$ cat src/rtl/atto_pkg.sv
// Shared datapath constants and types for the router input stage.
package atto_pkg;

  localparam int FLIT_W      = 48;
  localparam int QUEUE_DEPTH = 4;

  typedef logic [FLIT_W-1:0] flit_t;

  function automatic int log2_depth(input int depth);
    return $clog2(depth);
  endfunction

endpackage

$ cat src/rtl/input_queue_48.sv
// Per-port FWFT input queue: stores link flits, presents the head flit to the
// crossbar selection stage and returns one credit per consumed flit.
module input_queue_48
  import atto_pkg::QUEUE_DEPTH;
  import atto_pkg::log2_depth;
#(
  parameter int DEPTH  = QUEUE_DEPTH,
  parameter int FLIT_W = atto_pkg::FLIT_W
) (
  input  logic                      clk,
  input  logic                      reset,
  input  logic                      wr_en,
  input  logic [FLIT_W-1:0]         din,
  input  logic                      rd_en,
  output logic [FLIT_W-1:0]         dout,
  output logic                      empty,
  output logic                      full,
  output logic [log2_depth(DEPTH):0] count,
  output logic                      credit_out,
  output logic                      ovf,
  output logic                      udf
);

  localparam int AW = log2_depth(DEPTH);
  localparam int PW = AW + 1;
  localparam logic [PW-1:0] PTR_ONE = PW'(1);

  logic [FLIT_W-1:0] mem_q [DEPTH];

  logic [PW-1:0] wr_ptr_q, wr_ptr_d;
  logic [PW-1:0] rd_ptr_q, rd_ptr_d;
  logic          credit_q, credit_d;
  logic          ovf_q, ovf_d;
  logic          udf_q, udf_d;
  logic          wr_accept;
  logic          rd_accept;

  // Status is decoded purely from registered pointers, so it never glitches.
  assign empty = (wr_ptr_q == rd_ptr_q);
  assign full  = (wr_ptr_q[AW-1:0] == rd_ptr_q[AW-1:0]) &&
                 (wr_ptr_q[AW] != rd_ptr_q[AW]);
  assign count = wr_ptr_q - rd_ptr_q;

  // A write into a full queue is still accepted when the head leaves this cycle.
  assign wr_accept = wr_en && (!full || rd_en);
  assign rd_accept = rd_en && !empty;

  // NOTE: every always_comb output gets a default first, so no path can infer a latch.
  always_comb begin
    wr_ptr_d = wr_ptr_q;
    rd_ptr_d = rd_ptr_q;
    credit_d = rd_accept;
    ovf_d    = ovf_q | (wr_en & full & ~rd_en);
    udf_d    = udf_q | (rd_en & empty);
    if (wr_accept) wr_ptr_d = wr_ptr_q + PTR_ONE;
    if (rd_accept) rd_ptr_d = rd_ptr_q + PTR_ONE;
  end

  // NOTE: sequential state uses non-blocking assignments so all registers update together.
  always_ff @(posedge clk or posedge reset) begin
    if (reset) begin
      wr_ptr_q <= '0;
      rd_ptr_q <= '0;
      credit_q <= 1'b0;
      ovf_q    <= 1'b0;
      udf_q    <= 1'b0;
    end else begin
      wr_ptr_q <= wr_ptr_d;
      rd_ptr_q <= rd_ptr_d;
      credit_q <= credit_d;
      ovf_q    <= ovf_d;
      udf_q    <= udf_d;
    end
  end

  // NOTE: storage is deliberately left out of reset; empty pointers already hide stale flits.
  always_ff @(posedge clk) begin
    if (wr_accept) mem_q[wr_ptr_q[AW-1:0]] <= din;
  end

  assign dout       = empty ? '0 : mem_q[rd_ptr_q[AW-1:0]];
  assign credit_out = credit_q;
  assign ovf        = ovf_q;
  assign udf        = udf_q;

endmodule

$ cat config.mk
export PLATFORM = sky130hd
export DESIGN_NAME = input_queue_48
export DESIGN_NICKNAME = d
export VERILOG_FILES = /design/src/rtl/atto_pkg.sv /design/src/rtl/input_queue_48.sv
export SDC_FILE = /design/constraint.sdc
export NUM_CORES = 1
export LEC_CHECK = 0
export ABC_AREA = 0
export BUFFER_PORTS_ARGS = -buffer_cell sky130_fd_sc_hd__buf_2
export CAP_MARGIN = 20
export CORE_UTILIZATION = 35
export CTS_BUF_LIST = sky130_fd_sc_hd__clkbuf_8
export DETAILED_ROUTE_END_ITERATION = 12
export SETUP_SLACK_MARGIN = 0.2
export SLEW_MARGIN = 20
export SYNTH_ARGS = -nofsm -noshare
export SYNTH_HDL_FRONTEND = slang
export SYNTH_SLANG_ARGS = --single-unit
$ cat constraint.sdc
create_clock -name clk -period 8.9 [get_ports clk]
set_clock_uncertainty 0.05 [all_clocks]
set_input_delay 1.335 -clock clk [delete_from_list [all_inputs] [get_ports clk]]
set_output_delay 1.335 -clock clk [all_outputs]
set_load 0.02 [all_outputs]
==> run_summary.xml, run 1 <==
<?xml version="1.0" encoding="UTF-8"?>
<metrics>
  <group name="die">
    <metric name="die_w" unit="µm">152</metric>
    <metric name="chipHeight" unit="µm">152</metric>
    <metric name="placeableCoreArea" unit="µm²">21900</metric>
    <metric name="pin_count" unit="">108</metric>
    <metric name="die_area" unit="µm²">23000</metric>
    <metric name="initial_core_util" unit="%">35.8</metric>
    <metric name="floorplan.rows" unit="">54</metric>
  </group>
  <group name="route">
    <metric name="vias_per_cell" unit="">4.79</metric>
    <metric name="detailroute.via_count" unit="">3826</metric>
    <metric name="detail-route-antenna-nets" unit="">0</metric>
    <metric name="wire_per_inst" unit="µm">18.8</metric>
    <metric name="drtPass1Iterations" unit="">4</metric>
    <metric name="finalWirelength" unit="µm">15000</metric>
    <metric name="drc" unit="">0</metric>
    <metric name="drt-initial-drc-count" unit="">143</metric>
  </group>
  <group name="worst_setup_path">
    <metric name="r2r-start" unit="">rd_ptr_q[0]</metric>
    <metric name="cp_slowest_stage_delay" unit="ns">0.64</metric>
    <metric name="required" unit="ns">7.52</metric>
    <metric name="path_max_fanout" unit="">27</metric>
    <metric name="ff2ff_path_depth" unit="">5</metric>
    <metric name="slowest_cell_on_the_critical_path" unit="">nor2_4</metric>
    <metric name="path_cells" unit="">ha_1 -&gt; nand2_1 -&gt; nor2_4 -&gt; buf_4 -&gt; and2b_1 -&gt; buf_2</metric>
    <metric name="start_kind" unit="">flip-flop</metric>
    <metric name="worst-endpoint-arrival" unit="ns">3.17</metric>
    <metric name="r2r-end" unit="">mem_q[1][23]</metric>
    <metric name="critical_path_class" unit="">reg2out</metric>
    <metric name="setup.reg_to_reg.worst_slack" unit="ns">6.31</metric>
    <metric name="cp-end-kind" unit="">primary output</metric>
  </group>
  <group name="clocking">
    <metric name="clock_transition_at_path_regs" unit="ns">0.06</metric>
    <metric name="cts_num_sinks" unit="">201</metric>
    <metric name="clock_root_buffer" unit="">clkbuf_8</metric>
    <metric name="post-cts-setup-buffers" unit="">0</metric>
    <metric name="h_tree_levels" unit="">2</metric>
    <metric name="cts-root-to-sink-buffers" unit="">3</metric>
    <metric name="cts_repair_resize_count" unit="">0</metric>
    <metric name="postCtsHoldBufs" unit="">0</metric>
    <metric name="cts_inserted_buffers" unit="">35</metric>
    <metric name="worst_skew_pair.late_latency" unit="ns">0.50</metric>
    <metric name="tritoncts" unit="">done</metric>
  </group>
  <group name="yosys">
    <metric name="synthDistinctLibCells" unit="">29</metric>
    <metric name="postSynthNetCount" unit="">419</metric>
    <metric name="yosysTopAreaCellShare" unit="%">73.5</metric>
    <metric name="ys_top_cells_by_area" unit="">edfxtp_1, mux4_2, nor2b_1</metric>
    <metric name="syn-cell-area" unit="µm²">7850</metric>
    <metric name="sequential_to_total_area_share_from_yosys_stat" unit="%">76.3</metric>
    <metric name="netlist.top_cell.by_area" unit="">edfxtp_1</metric>
    <metric name="post_synth_inst_count" unit="">359</metric>
    <metric name="yosys_register_bits" unit="">201</metric>
    <metric name="syn-mean-instance-area" unit="µm²">21.9</metric>
    <metric name="yosysWarnings" unit="">0</metric>
  </group>
  <group name="min_path">
    <metric name="hold_path_startpoint" unit="">udf</metric>
    <metric name="worst_hold_path.num_cells" unit="">1</metric>
    <metric name="worst_hold_path.endpoint" unit="">udf</metric>
    <metric name="hold_class" unit="">reg2reg</metric>
  </group>
  <group name="status">
    <metric name="status" unit="">finished, final reports clean</metric>
  </group>
  <group name="timing">
    <metric name="layout_setup_ws" unit="ns">4.34</metric>
    <metric name="max-slew-margin-rel" unit="%">47.5</metric>
    <metric name="timing.hold.ws" unit="ns">0.425</metric>
    <metric name="finalCritPeriodShare" unit="%">51.2</metric>
    <metric name="final_number_of_setup_violating_endpoints" unit="">0</metric>
    <metric name="slew_violations" unit="">0</metric>
    <metric name="grt_setup_unrepaired" unit="">no</metric>
    <metric name="max_slew.worst_pin.slew" unit="ns">0.787</metric>
    <metric name="finalHoldViolCount" unit="">0</metric>
    <metric name="minimum_period_implied_by_the_final_worst_setup_slack" unit="ns">4.56</metric>
    <metric name="max_clock_freq" unit="MHz">219</metric>
    <metric name="finalSetupTns" unit="ns">0</metric>
  </group>
  <group name="global_route">
    <metric name="pin_count_of_the_biggest_net_entering_global_routing" unit="">52</metric>
    <metric name="gr-usage-all-layers" unit="%">13.7</metric>
    <metric name="grt_pass1_vias" unit="">4123</metric>
    <metric name="globalRouteOverflowTotal" unit="">0</metric>
    <metric name="grt_first_pass_wirelength" unit="µm">22900</metric>
    <metric name="number_of_antenna_violations_at_the_first_check_in_global_routing" unit="">4</metric>
  </group>
  <group name="layout">
    <metric name="final_layout_size_suffix_gt1_share" unit="%">40.8</metric>
    <metric name="mostFrequentLayoutCell" unit="">edfxtp_1</metric>
    <metric name="net_total_in_the_final_layout" unit="">553</metric>
    <metric name="filler_cell_count" unit="">2008</metric>
    <metric name="most_used_cells_in_the_layout_excluding_fill_and_tap_cells" unit="">edfxtp_1, buf_2, mux4_2, nor2b_1, clkbuf_8</metric>
    <metric name="area_growth" unit="%">19.0</metric>
  </group>
  <group name="place">
    <metric name="place.gp.congestion" unit="">0.688</metric>
    <metric name="portBuffers" unit="">107</metric>
    <metric name="hpwlAfterDp" unit="µm">8680</metric>
    <metric name="preCtsSetupSlack" unit="ns">4.35</metric>
  </group>
  <group name="power_and_ir_drop">
    <metric name="power_leakage" unit="nW">3.34</metric>
    <metric name="power.sequential.fraction" unit="%">37.7</metric>
    <metric name="p_switching" unit="mW">1.29</metric>
    <metric name="power_density" unit="nW/µm²">380</metric>
    <metric name="switching_share" unit="%">36.4</metric>
    <metric name="power.share.clock" unit="%">21.1</metric>
    <metric name="irDropWorstVdd" unit="mV">0.154</metric>
    <metric name="pwr-share-comb" unit="%">41.2</metric>
    <metric name="power.internal" unit="mW">2.26</metric>
  </group>
  <group name="job">
    <metric name="cap_viol_max_count" unit="">0</metric>
  </group>
</metrics>
-- kinds of logic (layout without fill, tap and decap cells) --
group	Yosys count	in the layout	share of synthesized area (%)
compound gates	7	7	0.606
xor+xnor	5	5	0.558
fa+ha+maj	8	8	1.37
buf+inv	24	182	1.83
flops	201	201	76.3
mux	50	50	14.2
other cells	0	2	0
simple gates	64	64	5.13
-- stage by stage --
stage	std cells	utilization [%]	cell area [µm²]	total power, mW
finish	799	42.7	9340	3.55
global route	799	42.7	9340	3.77
CTS	796	42.5	9310	3.61
detailed placement	735	39.6	8680	2.85
global placement	735	39.6	8680	2.82
floorplan	359	-	7850	2.38
-- cells in the mapped netlist --
cell type and n:
nor2_1 4, xnor2_1 4, xor2_1 1, mux4_1 2, dfrtp_1 9, fa_1 1
buf_12 2, o31ai_1 1, nand2b_1 1, ha_1 7, and3_1 5, edfxtp_1 192
nand3b_1 1, mux4_2 46, buf_6 1, inv_1 7, a21o_1 1, nand2_1 4
mux2_2 2, a31o_2 1, buf_2 2, nor2b_4 2, o311ai_0 1, buf_4 3
nor2b_1 41, o21ai_0 3, or3_1 1, clkbuf_1 9, and2b_1 5
-- flip-flops by register name, indices dropped and copies added, names as in the netlist --
register    count
udf             1
mem_q         192
rd_ptr_q        3
credit_out      1
ovf             1
wr_ptr_q        3
-- power groups by stage --
stage          Combinational, mW  Clock (mW)  Sequential, mW
4_1_cts                     1.44       0.772            1.39
6_report                    1.46       0.747            1.34
2_1_floorplan               1.05           0            1.33
3_3_place_gp                1.42           0            1.40
3_5_place_dp                1.44           0            1.41
5_1_grt                     1.59       0.813            1.36
-- worst max-delay path by stage --
| stage | start | end | slack [ns] | cells after the start |
|---|---|---|---|---|
| after floorplan | rd_ptr_q[1] | dout[20] | 5.43 | 8 |
| after CTS | rd_ptr_q[0] | dout[26] | 3.78 | 6 |
| after detailed placement | rd_ptr_q[0] | dout[25] | 4.35 | 6 |
| after global placement | rd_ptr_q[0] | dout[26] | 4.42 | 6 |
| after global routing | rd_ptr_q[0] | dout[26] | 4.08 | 6 |
| final | rd_ptr_q[0] | dout[26] | 4.34 | 6 |
-- final cells by class --
class / instances / area [µm²] / share of cell area (%)
Antenna cell: 2 / 5.00 / 0.0536
Clock buffer: 37 / 509 / 5.45
Timing Repair Buffer: 114 / 608 / 6.51
Sequential cell: 201 / 6000 / 64.2
Clock inverter: 24 / 118 / 1.26
Inverter: 7 / 26.3 / 0.281
Tap cell: 280 / 350 / 3.75
Multi-Input combinational cell: 134 / 1730 / 18.5
-- routing by layer --
layer / vias up / global-route usage (%) / share of wire, %
li1: 1716 / - / -
met5: - / 0 / 0.18
met3: 28 / 5.03 / 6.9
met1: 1972 / 16.5 / 41
met4: 4 / 4.75 / 2.0
met2: 106 / 22.6 / 50
-- critical path, delay by kind of cell (launching register included) --
| family | cells | cell delay (ns) |
|---|---|---|
| adder cells (fa/ha/maj) | 1 | 0.41 |
| buffers and inverters | 2 | 0.56 |
| flip-flops | 1 | 0.63 |
| AND/OR/NAND/NOR | 3 | 1.03 |
Note: power is estimated with default switching activity, not from simulation.
==> inputs of run 2 (changes only) <==
- clock period: 8.9 -> 3.95 ns (I/O delays scaled with it)
==> run 2 against run 1 <==
  * Worst hold slack got worse by 0.18 ns
  * Critical endpoint is now dout[25]
  * Final area grew 1.1%
  * First-iteration DRC count grew 29%
  * Count of clock-buffer cells in the layout is the same
  * Global-route usage rose by 0.16 points
  * Combinational power rose by 120%
  * Setup slack worse by 3.7 ns
  * Routed wire length is 0.88% higher
  * Power is 130% higher
  * Flip-flop and latch count unchanged
  * Highest routed layer unchanged
  * Register-to-register slack got worse by 5.1 ns
  * Sequential share of layout area is 0.70 points lower
==> run_summary.xml, run 2 (synthesis gave the netlist of run 1 again) <==
<?xml version="1.0" encoding="UTF-8"?>
<metrics>
  <group name="route">
    <metric name="detailroute.via_count" unit="">3831</metric>
    <metric name="drc" unit="">0</metric>
    <metric name="detail-route-antenna-nets" unit="">0</metric>
    <metric name="vias_per_cell" unit="">4.77</metric>
    <metric name="finalWirelength" unit="µm">15200</metric>
    <metric name="drtPass1Iterations" unit="">4</metric>
    <metric name="wire_per_inst" unit="µm">18.9</metric>
    <metric name="drt-initial-drc-count" unit="">185</metric>
  </group>
  <group name="place">
    <metric name="placed_instances" unit="">738</metric>
    <metric name="portBuffers" unit="">107</metric>
    <metric name="place.gp.congestion" unit="">0.755</metric>
    <metric name="hpwlAfterDp" unit="µm">9120</metric>
    <metric name="placedInstanceArea" unit="µm²">8750</metric>
  </group>
  <group name="clocking">
    <metric name="cts_inserted_buffers" unit="">36</metric>
    <metric name="h_tree_levels" unit="">2</metric>
    <metric name="tritoncts" unit="">done</metric>
    <metric name="clock_root_buffer" unit="">clkbuf_8</metric>
    <metric name="post-cts-setup-buffers" unit="">0</metric>
    <metric name="clock_transition_at_path_regs" unit="ns">0.06</metric>
    <metric name="worst_skew_pair.late_latency" unit="ns">0.50</metric>
    <metric name="postCtsHoldBufs" unit="">1</metric>
    <metric name="cts_repair_resize_count" unit="">0</metric>
    <metric name="cts-root-to-sink-buffers" unit="">3</metric>
    <metric name="cts_num_sinks" unit="">201</metric>
  </group>
  <group name="timing">
    <metric name="max-slew-margin-rel" unit="%">59.1</metric>
    <metric name="max_slew.worst_pin.slew" unit="ns">0.614</metric>
    <metric name="slew_violations" unit="">0</metric>
    <metric name="finalCritPeriodShare" unit="%">84.5</metric>
    <metric name="max_clock_freq" unit="MHz">300</metric>
    <metric name="grt_setup_unrepaired" unit="">no</metric>
    <metric name="finalSetupTns" unit="ns">0</metric>
    <metric name="finalHoldViolCount" unit="">0</metric>
    <metric name="timing.hold.ws" unit="ns">0.247</metric>
    <metric name="final_number_of_setup_violating_endpoints" unit="">0</metric>
    <metric name="minimum_period_implied_by_the_final_worst_setup_slack" unit="ns">3.34</metric>
  </group>
  <group name="job">
    <metric name="cap_viol_max_count" unit="">0</metric>
  </group>
  <group name="layout">
    <metric name="area_growth" unit="%">20.3</metric>
    <metric name="mostFrequentLayoutCell" unit="">edfxtp_1</metric>
    <metric name="largest_register_ff_count" unit="">192</metric>
    <metric name="stdcell_count" unit="">803</metric>
    <metric name="most_used_cells_in_the_layout_excluding_fill_and_tap_cells" unit="">edfxtp_1, buf_2, mux4_2, nor2b_1, clkbuf_8</metric>
    <metric name="final_layout_size_suffix_gt1_share" unit="%">42.1</metric>
    <metric name="layout.cell_area.non_filler" unit="µm²">9440</metric>
    <metric name="net_total_in_the_final_layout" unit="">557</metric>
  </group>
  <group name="worst_setup_path">
    <metric name="setup.reg_to_reg.worst_slack" unit="ns">1.22</metric>
    <metric name="ff2ff_path_depth" unit="">6</metric>
    <metric name="r2r-end" unit="">mem_q[0][9]</metric>
    <metric name="required" unit="ns">3.31</metric>
    <metric name="crit_end" unit="">dout[25]</metric>
    <metric name="r2r-start" unit="">rd_ptr_q[1]</metric>
    <metric name="critical_path_class" unit="">reg2out</metric>
    <metric name="cp-end-kind" unit="">primary output</metric>
    <metric name="cp-startpoint" unit="">rd_ptr_q[1]</metric>
    <metric name="path_max_fanout" unit="">31</metric>
    <metric name="worst-endpoint-arrival" unit="ns">2.69</metric>
    <metric name="start_kind" unit="">flip-flop</metric>
  </group>
  <group name="die">
    <metric name="chipHeight" unit="µm">152</metric>
    <metric name="die_w" unit="µm">152</metric>
    <metric name="die_area" unit="µm²">23000</metric>
    <metric name="pin_count" unit="">108</metric>
    <metric name="placeableCoreArea" unit="µm²">21900</metric>
    <metric name="initial_core_util" unit="%">35.8</metric>
    <metric name="floorplan.rows" unit="">54</metric>
  </group>
  <group name="status">
    <metric name="status" unit="">finished, final reports clean</metric>
  </group>
  <group name="global_route">
    <metric name="number_of_antenna_violations_at_the_first_check_in_global_routing" unit="">3</metric>
    <metric name="globalRouteOverflowTotal" unit="">0</metric>
    <metric name="grt_pass1_vias" unit="">4124</metric>
    <metric name="gr-usage-all-layers" unit="%">13.9</metric>
    <metric name="grt_first_pass_wirelength" unit="µm">23200</metric>
    <metric name="pin_count_of_the_biggest_net_entering_global_routing" unit="">35</metric>
  </group>
  <group name="power_and_ir_drop">
    <metric name="power.internal" unit="mW">5.18</metric>
    <metric name="power_leakage" unit="nW">3.39</metric>
    <metric name="p_switching" unit="mW">2.95</metric>
    <metric name="irDropWorstVdd" unit="mV">0.360</metric>
    <metric name="switching_share" unit="%">36.3</metric>
    <metric name="pwr-share-comb" unit="%">40.2</metric>
    <metric name="report.power.total" unit="mW">8.13</metric>
    <metric name="power.sequential.fraction" unit="%">37.6</metric>
    <metric name="power_density" unit="nW/µm²">861</metric>
    <metric name="power.share.clock" unit="%">22.1</metric>
  </group>
  <group name="min_path">
    <metric name="hold_class" unit="">in2reg</metric>
  </group>
</metrics>
-- run 2: layout make-up --
type	count	area, µm²
flip-flops and latches	201	6000
well taps	280	350
repair buffers	117	663
inverters	7	26.3
clock inverters	26	168
diodes	1	2.50
fillers	1968	12500
clock buffers	37	509
multi-input cells	134	1730
-- run 2: worst min path at each step --
stage          cells after the start     from      endpoint  slack, ns
2_1_floorplan                      1    reset    credit_out       0.37
3_3_place_gp                       1      udf           udf       0.39
3_5_place_dp                       1      udf           udf       0.40
4_1_cts                            1  din[22]  mem_q[1][22]       0.21
5_1_grt                            1  din[22]  mem_q[2][22]       0.22
6_report                           1  din[19]  mem_q[3][19]       0.25
-- run 2: worst max-delay path, cell delays in order (launching register included) --
cell and delay (ns):
dfrtp_2 0.68, inv_1 0.11, ha_1 0.33, nand2_1 0.17, nor2_4 0.15, buf_4 0.36, and2b_1 0.23, buf_2 0.15
-- run 2: power by group through the flow --
| stage | Sequential (mW) | Clock [mW] | Combinational [mW] |
|---|---|---|---|
| floorplan | 3.00 | 0 | 2.36 |
| global placement | 3.09 | 0 | 3.33 |
| global route | 3.11 | 1.95 | 3.57 |
| CTS | 3.08 | 1.86 | 3.37 |
| detailed placement | 3.12 | 0 | 3.36 |
| finish | 3.06 | 1.80 | 3.27 |
-- run 2: layer usage --
| layer | vias to the layer above | GRT usage (%) | part of all wire [%] |
|---|---|---|---|
| met5 | - | 0 | 0.17 |
| met4 | 4 | 4.31 | 1.9 |
| met3 | 33 | 4.67 | 7.1 |
| met2 | 118 | 22.5 | 49 |
| met1 | 1949 | 17.5 | 41 |
| li1 | 1727 | - | - |
-- run 2: stage by stage --
step	utilization, %	worst slack (ns)
after CTS	43.1	0.522
final	43.1	0.613
after floorplan	-	0.859
after detailed placement	40.0	1.09
after global routing	43.1	0.407
after global placement	40.0	1.19
==> inputs of run 3 (changes only) <==
- clock period: 3.95 -> 3.2 ns (I/O delays scaled with it)
==> run 3 against run 2 <==
  * Sequential power increased by 20%
  * Final area increased by 0.49%
  * Non-clock buffer count rose by 4
  * Largest power group unchanged
==> run_summary.xml, run 3 (synthesis gave the netlist of run 1 again) <==
<?xml version="1.0" encoding="UTF-8"?>
<metrics>
  <group name="worst_setup_path">
    <metric name="crit_end" unit="">dout[25]</metric>
    <metric name="required" unit="ns">2.67</metric>
    <metric name="r2r-start" unit="">rd_ptr_q[0]</metric>
    <metric name="setup.reg_to_reg.worst_slack" unit="ns">0.86</metric>
    <metric name="start_kind" unit="">flip-flop</metric>
    <metric name="path_max_fanout" unit="">28</metric>
    <metric name="worst-endpoint-arrival" unit="ns">2.28</metric>
    <metric name="critical_path_class" unit="">reg2out</metric>
    <metric name="cp-startpoint" unit="">rd_ptr_q[0]</metric>
    <metric name="cp-end-kind" unit="">primary output</metric>
    <metric name="ff2ff_path_depth" unit="">5</metric>
    <metric name="r2r-end" unit="">mem_q[1][4]</metric>
  </group>
  <group name="timing">
    <metric name="finalSetupTns" unit="ns">0</metric>
    <metric name="max_clock_freq" unit="MHz">355</metric>
    <metric name="layout_setup_ws" unit="ns">0.386</metric>
    <metric name="grt_setup_unrepaired" unit="">no</metric>
    <metric name="finalHoldViolCount" unit="">0</metric>
    <metric name="slew_violations" unit="">0</metric>
    <metric name="finalCritPeriodShare" unit="%">87.9</metric>
    <metric name="minimum_period_implied_by_the_final_worst_setup_slack" unit="ns">2.81</metric>
    <metric name="max_slew.worst_pin.slew" unit="ns">0.793</metric>
    <metric name="final_number_of_setup_violating_endpoints" unit="">0</metric>
    <metric name="max-slew-margin-rel" unit="%">47.1</metric>
  </group>
  <group name="die">
    <metric name="chipHeight" unit="µm">152</metric>
    <metric name="pin_count" unit="">108</metric>
    <metric name="initial_core_util" unit="%">35.8</metric>
    <metric name="die_area" unit="µm²">23000</metric>
    <metric name="die_w" unit="µm">152</metric>
    <metric name="placeableCoreArea" unit="µm²">21900</metric>
    <metric name="floorplan.rows" unit="">54</metric>
  </group>
  <group name="power_and_ir_drop">
    <metric name="report.power.total" unit="mW">10.1</metric>
    <metric name="power_density" unit="nW/µm²">1060</metric>
    <metric name="irDropWorstVdd" unit="mV">0.444</metric>
    <metric name="power_leakage" unit="nW">3.39</metric>
  </group>
  <group name="clocking">
    <metric name="clock_root_buffer" unit="">clkbuf_8</metric>
    <metric name="cts_inserted_buffers" unit="">34</metric>
    <metric name="cts-root-to-sink-buffers" unit="">3</metric>
    <metric name="tritoncts" unit="">done</metric>
    <metric name="cts_num_sinks" unit="">201</metric>
    <metric name="clock_transition_at_path_regs" unit="ns">0.06</metric>
    <metric name="h_tree_levels" unit="">2</metric>
    <metric name="worst_skew_pair.late_latency" unit="ns">0.49</metric>
  </group>
  <group name="global_route">
    <metric name="globalRouteOverflowTotal" unit="">0</metric>
    <metric name="number_of_antenna_violations_at_the_first_check_in_global_routing" unit="">1</metric>
    <metric name="grt_pass1_vias" unit="">4080</metric>
    <metric name="grt_first_pass_wirelength" unit="µm">22200</metric>
    <metric name="pin_count_of_the_biggest_net_entering_global_routing" unit="">52</metric>
    <metric name="gr-usage-all-layers" unit="%">13.2</metric>
  </group>
  <group name="place">
    <metric name="portBuffers" unit="">107</metric>
    <metric name="preCtsSetupSlack" unit="ns">0.682</metric>
    <metric name="hpwlAfterDp" unit="µm">8450</metric>
    <metric name="place.gp.congestion" unit="">0.752</metric>
    <metric name="placed_instances" unit="">737</metric>
  </group>
  <group name="route">
    <metric name="drt-initial-drc-count" unit="">147</metric>
    <metric name="drtPass1Iterations" unit="">4</metric>
    <metric name="wire_per_inst" unit="µm">18.4</metric>
    <metric name="finalWirelength" unit="µm">14800</metric>
    <metric name="vias_per_cell" unit="">4.75</metric>
    <metric name="detail-route-antenna-nets" unit="">0</metric>
    <metric name="drc" unit="">0</metric>
    <metric name="detailroute.via_count" unit="">3817</metric>
  </group>
  <group name="layout">
    <metric name="filler_cell_count" unit="">1963</metric>
    <metric name="stdcell_count" unit="">804</metric>
    <metric name="largest_register_ff_count" unit="">192</metric>
    <metric name="area_growth" unit="%">20.9</metric>
    <metric name="final_layout_size_suffix_gt1_share" unit="%">41.9</metric>
    <metric name="mostFrequentLayoutCell" unit="">edfxtp_1</metric>
    <metric name="net_total_in_the_final_layout" unit="">559</metric>
    <metric name="most_used_cells_in_the_layout_excluding_fill_and_tap_cells" unit="">edfxtp_1, buf_2, mux4_2, nor2b_1, clkbuf_8</metric>
  </group>
  <group name="job">
    <metric name="cap_viol_max_count" unit="">0</metric>
  </group>
  <group name="min_path">
    <metric name="hold_class" unit="">in2reg</metric>
    <metric name="worst_hold_path.num_cells" unit="">1</metric>
  </group>
  <group name="status">
    <metric name="status" unit="">finished, final reports clean</metric>
  </group>
</metrics>
run 3: power by group:
| group | switching, mW | internal (mW) | total, mW | leakage [nW] |
|---|---|---|---|---|
| clock network | 0.950 | 1.22 | 2.17 | 0.358 |
| logic | 2.51 | 1.75 | 4.25 | 1.17 |
| registers | 0.150 | 3.51 | 3.66 | 1.86 |
| total | 3.61 | 6.48 | 10.1 | 3.39 |
run 3: worst min path at each step:
stage	slack (ns)	startpoint	end
2_1_floorplan	0.26	reset	credit_out
3_3_place_gp	0.39	udf	udf
3_5_place_dp	0.39	udf	udf
4_1_cts	0.11	din[47]	mem_q[1][47]
5_1_grt	0.12	din[13]	mem_q[2][13]
6_report	0.15	din[47]	mem_q[1][47]
run 3: routing by layer:
layer	track usage [%]	routed length [µm]
met3	4.04	1040
met1	16.3	6200
met5	0	0
met4	4.46	255
met2	22.0	7340
run 3: worst max-delay path, stage by stage, from the launching register on:
cell	delay [ns]
dfrtp_4	0.53
ha_1	0.35
nand2_1	0.15
nor2_4	0.20
buf_12	0.20
and2b_1	0.19
buf_2	0.15
run 3: repair_timing:
item | 4_1_cts | 5_1_grt
endpoints found under the setup margin | 2 | 15
cloned | 0 | 0
gates resized for setup | 1 | 5
hold buffers | 1 | 0
buffers inserted | 0 | 5
hold endpoints to repair | 9 | 0
run 3: cell type report:
type                    count  area [µm²]  share of cell area [%]
diodes                      1        2.50                  0.0264
clock buffers              37         509                    5.37
clock inverters            23         144                    1.52
inverters                   7        26.3                   0.277
multi-input cells         134        1730                    18.2
flip-flops and latches    201        6000                    63.2
well taps                 280         350                    3.69
repair buffers            121         733                    7.73
run 3: per-stage QoR:
step,instance area [µm²],util [%],hold WS (ns)
after CTS,9420,43.0,0.111
final,9490,43.3,0.148
after global placement,8760,40.0,0.387
after floorplan,7850,-,0.258
after detailed placement,8760,40.0,0.391
after global routing,9480,43.3,0.122
